<file path="src/rtl/mips_state_dumper_if.sv">
// mips_state_dumper_if: register-file/data-memory read ports and the outgoing byte stream
interface mips_state_dumper_if #(
  parameter int DATA_WIDTH     = 32,
  parameter int MEM_ADDR_WIDTH = 5
);
  logic [4:0]                reg_addr;
  logic [DATA_WIDTH-1:0]     reg_data;
  logic [MEM_ADDR_WIDTH-1:0] mem_addr;
  logic [DATA_WIDTH-1:0]     mem_data;
  logic [7:0]                tx_data;
  logic                      tx_valid;
  logic                      tx_ready;
  modport master (
    output reg_addr, mem_addr, tx_data, tx_valid,
    input  reg_data, mem_data, tx_ready
  );
  modport slave (
    input  reg_addr, mem_addr, tx_data, tx_valid,
    output reg_data, mem_data, tx_ready
  );
endinterface

</file>
<file path="src/rtl/mips_state_dumper.sv">
// mips_state_dumper: serialises PC, register file and a data-memory window into a framed,
// XOR-checksummed byte stream after a halt edge or a start request
module mips_state_dumper #(
  parameter int DATA_WIDTH     = 32,
  parameter int MEM_WORDS      = 32,
  parameter int MEM_ADDR_WIDTH = 5
) (
  input  logic                  clk,
  input  logic                  rst,
  input  logic                  halt_i,
  input  logic                  start_i,
  input  logic [DATA_WIDTH-1:0] pc_i,
  mips_state_dumper_if.master   bus,
  output logic                  busy_o,
  output logic                  done_o
);
  typedef enum logic [3:0] {
    IDLE, HDR, PC_B, REG_FETCH, REG_B, MEM_FETCH, MEM_B, CSUM, DONE
  } state_t;

  state_t                    state_q, state_d;
  logic                      halt_q;
  logic [DATA_WIDTH-1:0]     word_q, word_d;
  logic [1:0]                byte_q, byte_d;
  logic [5:0]                idx_q, idx_d;
  logic [7:0]                csum_q, csum_d;
  logic [4:0]                reg_addr_q, reg_addr_d;
  logic [MEM_ADDR_WIDTH-1:0] mem_addr_q, mem_addr_d;
  logic                      trig, word_st, acc, last_reg, last_mem;
  logic [7:0]                tx_byte;

  assign trig     = start_i | (halt_i & ~halt_q);
  assign word_st  = (state_q == PC_B) | (state_q == REG_B) | (state_q == MEM_B);
  assign tx_byte  = (state_q == HDR) ? 8'hA5 :
                    (state_q == CSUM) ? csum_q :
                    word_st ? word_q[DATA_WIDTH-1 -: 8] : 8'h00;
  assign acc      = bus.tx_valid & bus.tx_ready;
  assign last_reg = idx_q == 6'd31;
  assign last_mem = idx_q == 6'(MEM_WORDS - 1);

  assign bus.tx_valid = word_st | (state_q == HDR) | (state_q == CSUM);
  assign bus.tx_data  = tx_byte;
  assign bus.reg_addr = reg_addr_q;
  assign bus.mem_addr = mem_addr_q;
  assign busy_o       = (state_q != IDLE) & (state_q != DONE);
  assign done_o       = state_q == DONE;

  always_comb begin
    state_d = state_q;
    word_d  = word_q;
    byte_d  = byte_q;
    idx_d   = idx_q;
    csum_d  = csum_q;
    case (state_q)
      IDLE: if (trig) begin
        state_d = HDR;
        word_d  = pc_i;
        byte_d  = '0;
        idx_d   = '0;
        csum_d  = '0;
      end
      HDR: state_d = acc ? PC_B : HDR;
      PC_B, REG_B, MEM_B: if (acc) begin
        word_d = word_q << 8;
        byte_d = byte_q + 2'd1;
        csum_d = csum_q ^ tx_byte;
        if (byte_q == 2'd3) begin
          state_d = (state_q == PC_B) ? REG_FETCH :
                    (state_q == REG_B) ? (last_reg ? MEM_FETCH : REG_FETCH) :
                    (last_mem ? CSUM : MEM_FETCH);
          idx_d   = ((state_q == PC_B) | ((state_q == REG_B) & last_reg)) ? 6'd0 : idx_q + 6'd1;
        end
      end
      REG_FETCH: begin
        word_d  = bus.reg_data;
        state_d = REG_B;
      end
      MEM_FETCH: begin
        word_d  = bus.mem_data;
        state_d = MEM_B;
      end
      CSUM: state_d = acc ? DONE : CSUM;
      DONE: state_d = IDLE;
      default: state_d = IDLE;
    endcase
  end

  // addresses are registered on entry to a fetch state so they are stable for its whole cycle
  assign reg_addr_d = (state_d == REG_FETCH) ? idx_d[4:0] : reg_addr_q;
  assign mem_addr_d = (state_d == MEM_FETCH) ? MEM_ADDR_WIDTH'(idx_d) : mem_addr_q;

  always_ff @(posedge clk or posedge rst) begin
    if (rst) begin
      state_q    <= IDLE;
      halt_q     <= 1'b0;
      word_q     <= '0;
      byte_q     <= '0;
      idx_q      <= '0;
      csum_q     <= '0;
      reg_addr_q <= '0;
      mem_addr_q <= '0;
    end else begin
      state_q    <= state_d;
      halt_q     <= halt_i;
      word_q     <= word_d;
      byte_q     <= byte_d;
      idx_q      <= idx_d;
      csum_q     <= csum_d;
      reg_addr_q <= reg_addr_d;
      mem_addr_q <= mem_addr_d;
    end
  end
endmodule

</file>
<file path="src/flat_wrapper.sv">
// flat-port wrapper written by rule: the top's interface ports become plain ports
module mips_state_dumper_flat 
#(
  parameter int DATA_WIDTH     = 32,
  parameter int MEM_WORDS      = 32,
  parameter int MEM_ADDR_WIDTH = 5
)
  (clk, rst, halt_i, start_i, pc_i, busy_o, done_o, bus_reg_addr, bus_mem_addr, bus_tx_data, bus_tx_valid, bus_reg_data, bus_mem_data, bus_tx_ready);
  mips_state_dumper_if #(.DATA_WIDTH(DATA_WIDTH), .MEM_ADDR_WIDTH(MEM_ADDR_WIDTH)) bus_i ();
  input  logic clk;
  input  logic rst;
  input  logic halt_i;
  input  logic start_i;
  input  logic [DATA_WIDTH-1:0] pc_i;
  output logic busy_o;
  output logic done_o;
  output wire logic [$bits(bus_i.reg_addr)-1:0] bus_reg_addr;
  output wire logic [$bits(bus_i.mem_addr)-1:0] bus_mem_addr;
  output wire logic [$bits(bus_i.tx_data)-1:0] bus_tx_data;
  output wire logic [$bits(bus_i.tx_valid)-1:0] bus_tx_valid;
  input wire logic [$bits(bus_i.reg_data)-1:0] bus_reg_data;
  input wire logic [$bits(bus_i.mem_data)-1:0] bus_mem_data;
  input wire logic [$bits(bus_i.tx_ready)-1:0] bus_tx_ready;
  assign bus_reg_addr = bus_i.reg_addr;
  assign bus_mem_addr = bus_i.mem_addr;
  assign bus_tx_data = bus_i.tx_data;
  assign bus_tx_valid = bus_i.tx_valid;
  assign bus_i.reg_data = bus_reg_data;
  assign bus_i.mem_data = bus_mem_data;
  assign bus_i.tx_ready = bus_tx_ready;
  mips_state_dumper #(.DATA_WIDTH(DATA_WIDTH), .MEM_WORDS(MEM_WORDS), .MEM_ADDR_WIDTH(MEM_ADDR_WIDTH)) u_core (.clk(clk), .rst(rst), .halt_i(halt_i), .start_i(start_i), .pc_i(pc_i), .bus(bus_i), .busy_o(busy_o), .done_o(done_o));
endmodule
</file>
<file path="config.mk">
export PLATFORM = sky130hd
export DESIGN_NAME = mips_state_dumper_flat
export DESIGN_NICKNAME = d
export VERILOG_FILES = /design/src/rtl/mips_state_dumper_if.sv /design/src/rtl/mips_state_dumper.sv /design/src/flat_wrapper.sv
export SDC_FILE = /design/constraint.sdc
export NUM_CORES = 1
export LEC_CHECK = 0
export ABC_AREA = 1
export CAP_MARGIN = 5
export CORE_MARGIN = 3
export CORE_UTILIZATION = 50
export DETAILED_ROUTE_END_ITERATION = 12
export GPL_TIMING_DRIVEN = 0
export PLACE_DENSITY = 0.82
export SYNTH_ARGS = -nofsm -noshare
export SYNTH_HDL_FRONTEND = slang
export SYNTH_SLANG_ARGS = --single-unit
</file>
<file path="constraint.sdc">
create_clock -name clk -period 2.8 [get_ports clk]
set_clock_uncertainty 0.05 [all_clocks]
set_input_delay 0.42 -clock clk [delete_from_list [all_inputs] [get_ports clk]]
set_output_delay 0.42 -clock clk [all_outputs]
set_load 0.03 [all_outputs]
</file>
==> results.cfg <==
[yosys]
synth_edf_count = 0
synth_top_area_share_pct = 42.9
yosys_warnings = 0
synth_most_common_cell = nand2_1
syn_avg_cell_area_um2 = 6.90
yosysTopAreaCell = dfrtp_1
ys_ff_latch = 63
synth.distinct_cells = 29
synth.top_cells.by_area = dfrtp_1 43%, nand2_1 24%, nand3_1 6.3%, a21oi_1 3.9%, a22oi_1 3.5%
ys_seq_area_share_pct = 42.9
synthCells = 533
ys_dominant_reg_cell = dfrtp_1
synth.net_count = 638
async_flop_share_pct = 100
netlist_area_um2 = 3680
synthTopCellsByCount = 231 x nand2_1, 63 x dfrtp_1, 46 x nand3_1

[grt]
grt_max_degree = 34
grt_usage_pct = 28.0
grt_pass1_wl_mm = 18.7
grt_overflow = 0
antenna_found_initial = 0
first_global_vias = 3970

[floorplanning]
dieArea_um2 = 8420
rows = 30
coreArea_um2 = 6940
die_h_um = 91.7
start_util_pct = 52.9
ios = 122
fp.dieW_um = 91.7

[sta]
finalCriticalPeriod_ns = 2.64
fmax_ghz = 0.379
rsz0062_at_grt = no
setup_tns_ns = 0
slew_viol_final = 0
setup_violations = 0
slew_headroom_pct = 54.5
finalCritPeriodShare_pct = 94.2
hold_viol = 0
worst_pin_slew_ns = 0.679

[cells_and_area]
nNetsFinal = 771
antennaDiodeCount = 0
area_growth_pct = 42.1
layout-drive-gt1-share_pct = 7.45
fillerInstances = 533
postLayoutCoreUtil_pct = 75.2

[route]
wl_mm = 11.5
drc_errors = 0
drt_iter0_drc = 253
vias = 4052
vias_per_cell = 5.28
post_drt_wl_per_cell_um = 14.9
drt_pass1_iterations = 5
antenna_left = 0

[power]
p_clk_share_pct = 14.0
p_leak_uw = 0.00258
power_switching_uw = 2860
p_int_uw = 2840
comb_power_share_pct = 60.0
ir_worst_vdd_uv = 647
p_per_area_nw_per_um2 = 1090
swShare_pct = 50.2
power_frac_seq_pct = 26.0

[clock_network]
path_clk_slew_ns = 0.07
clockBufferDepth = 2
cts_made_buffers = 9
cts_root_buf = clkbuf_8
holdBufCountCts = 0
clk_latency_ns = 0.34
clkSinkCount = 63
cts_setup_buffers = 0
cts_tree = yes
htree_num_levels = 3

[setup_path]
cp.arrival_ns = 2.17
critical_path_class = reg -> out
critPathCaptureType = primary output
cp_max_fo = 10
required_ns = 2.33
start_kind = flop
r2r_cells = 9

[worst_hold_path]
min_path_cells = 2
worstHoldPathType = reg -> reg

[flow_run]
cap_violations = 0

[outcome]
status = completed

[place]
place_hpwl_mm = 8.98
finalWeightedCongestion = 0.883
io_buffer_count = 121
[layer usage]
layer,vias up,GRT usage [%],wire (um)
li1,1993,-,-
met1,1858,34.2,4550
met2,180,47.8,5690
met3,21,6.97,1020
met4,0,10.0,207
met5,-,0,0
[repair_timing]
| item | 4_1_cts | 5_1_grt |
|---|---|---|
| pin swaps | 0 | 0 |
| endpoints found under the setup margin | 8 | 8 |
| gates resized for setup | 17 | 10 |
[path summary, 6_finish.rpt]
kind	slack (ns)	from	endpoint
max reg2reg	0.48	u_core.state_q[3]$_DFF_PP0_	u_core.word_q[23]$_DFFE_PP0P_
min	0.42	u_core.bus.mem_addr[1]$_DFFE_PP0N_	u_core.bus.mem_addr[1]$_DFFE_PP0N_
min in group asynchronous	0.44	rst	u_core.bus.reg_addr[1]$_DFFE_PP0N_
max in group asynchronous	1.64	rst	u_core.csum_q[5]$_DFFE_PP0P_
min reg2reg	0.42	u_core.bus.mem_addr[1]$_DFFE_PP0N_	u_core.bus.mem_addr[1]$_DFFE_PP0N_
max	0.16	u_core.state_q[2]$_DFF_PP0_	bus_tx_data[4]
[power by group through the flow]
| stage | Sequential [uW] | Clock (uW) | Combinational [uW] |
|---|---|---|---|
| detailed placement | 1490 | 0 | 3420 |
| CTS | 1480 | 804 | 3400 |
| floorplan | 1470 | 0 | 2360 |
| global placement | 1480 | 0 | 3340 |
| global route | 1520 | 853 | 3830 |
| finish | 1480 | 795 | 3420 |
[per-stage QoR]
step / power [uW] / instance area [um2] / instances / hold slack [ns] / setup WS, ns
after global routing: 6210 / 5220 / 767 / 0.452 / 0.00442
after global placement: 4820 / 5010 / 750 / 0.407 / -0.300
after CTS: 5680 / 5230 / 767 / 0.426 / 0.0529
final: 5690 / 5220 / 767 / 0.423 / 0.162
after floorplan: 3830 / 3680 / 533 / 0.392 / 0.743
after detailed placement: 4910 / 5030 / 751 / 0.409 / -0.0123
[critical path, cell delays in order, from the launching register on]
cell	delay, ns
dfrtp_1	0.48
nor2_2	0.18
nand2_2	0.13
nand2_1	0.11
clkbuf_4	0.22
buf_4	0.20
nand2_1	0.08
nand2_1	0.11
clkdlybuf4s15_2	0.31
[layout by cell type (no fill, tap or decap), types with 2 or more instances in the layout]
cell	synthesis	layout
inv_2	6	7
nand4_1	5	5
nand3_1	46	46
and3_1	2	2
a22oi_1	17	17
a21oi_1	29	29
clkbuf_8	0	9
nand2_1	231	231
o31ai_1	2	2
ha_1	4	4
clkdlybuf4s50_1	0	112
nor3_1	3	3
dfrtp_1	63	63
clkbuf_1	11	11
o21ai_1	16	16
nor2_2	2	3
o21ai_0	11	11
clkinvlp_4	0	2
buf_2	11	9
inv_1	30	29
clkbuf_2	0	3
o211ai_1	4	4
clkdlybuf4s15_2	0	4
clkinv_2	0	2
nor2_1	30	29
[kinds of logic after synthesis]
group | Yosys count | synth area share, %
flops | 63 | 42.9
fa+ha+maj | 4 | 1.36
simple gates | 324 | 35.9
compound gates | 81 | 12.9
buf+inv | 60 | 6.71
xor+xnor | 1 | 0.238
[state kept, by name, indices dropped and copies added (netlist names)]
register,cells
u_core.bus.mem_addr,5
u_core.bus.reg_addr,5
u_core.csum_q,8
u_core.byte_q,2
u_core.word_q,32
u_core.idx_q,6
u_core.state_q,4
u_core.halt_q,1
[final cells by class]
| type | count | area, um2 | share of cell area [%] |
|---|---|---|---|
| clock buffers | 9 | 124 | 2.37 |
| repair buffers | 122 | 1220 | 23.4 |
| plain buffers | 24 | 116 | 2.23 |
| clock inverters | 7 | 72.6 | 1.39 |
| flip-flops and latches | 63 | 1580 | 30.2 |
| well taps | 96 | 120 | 2.30 |
| multi-input cells | 410 | 1860 | 35.5 |
| inverters | 36 | 135 | 2.59 |
Power figures use the tool's default switching activity.
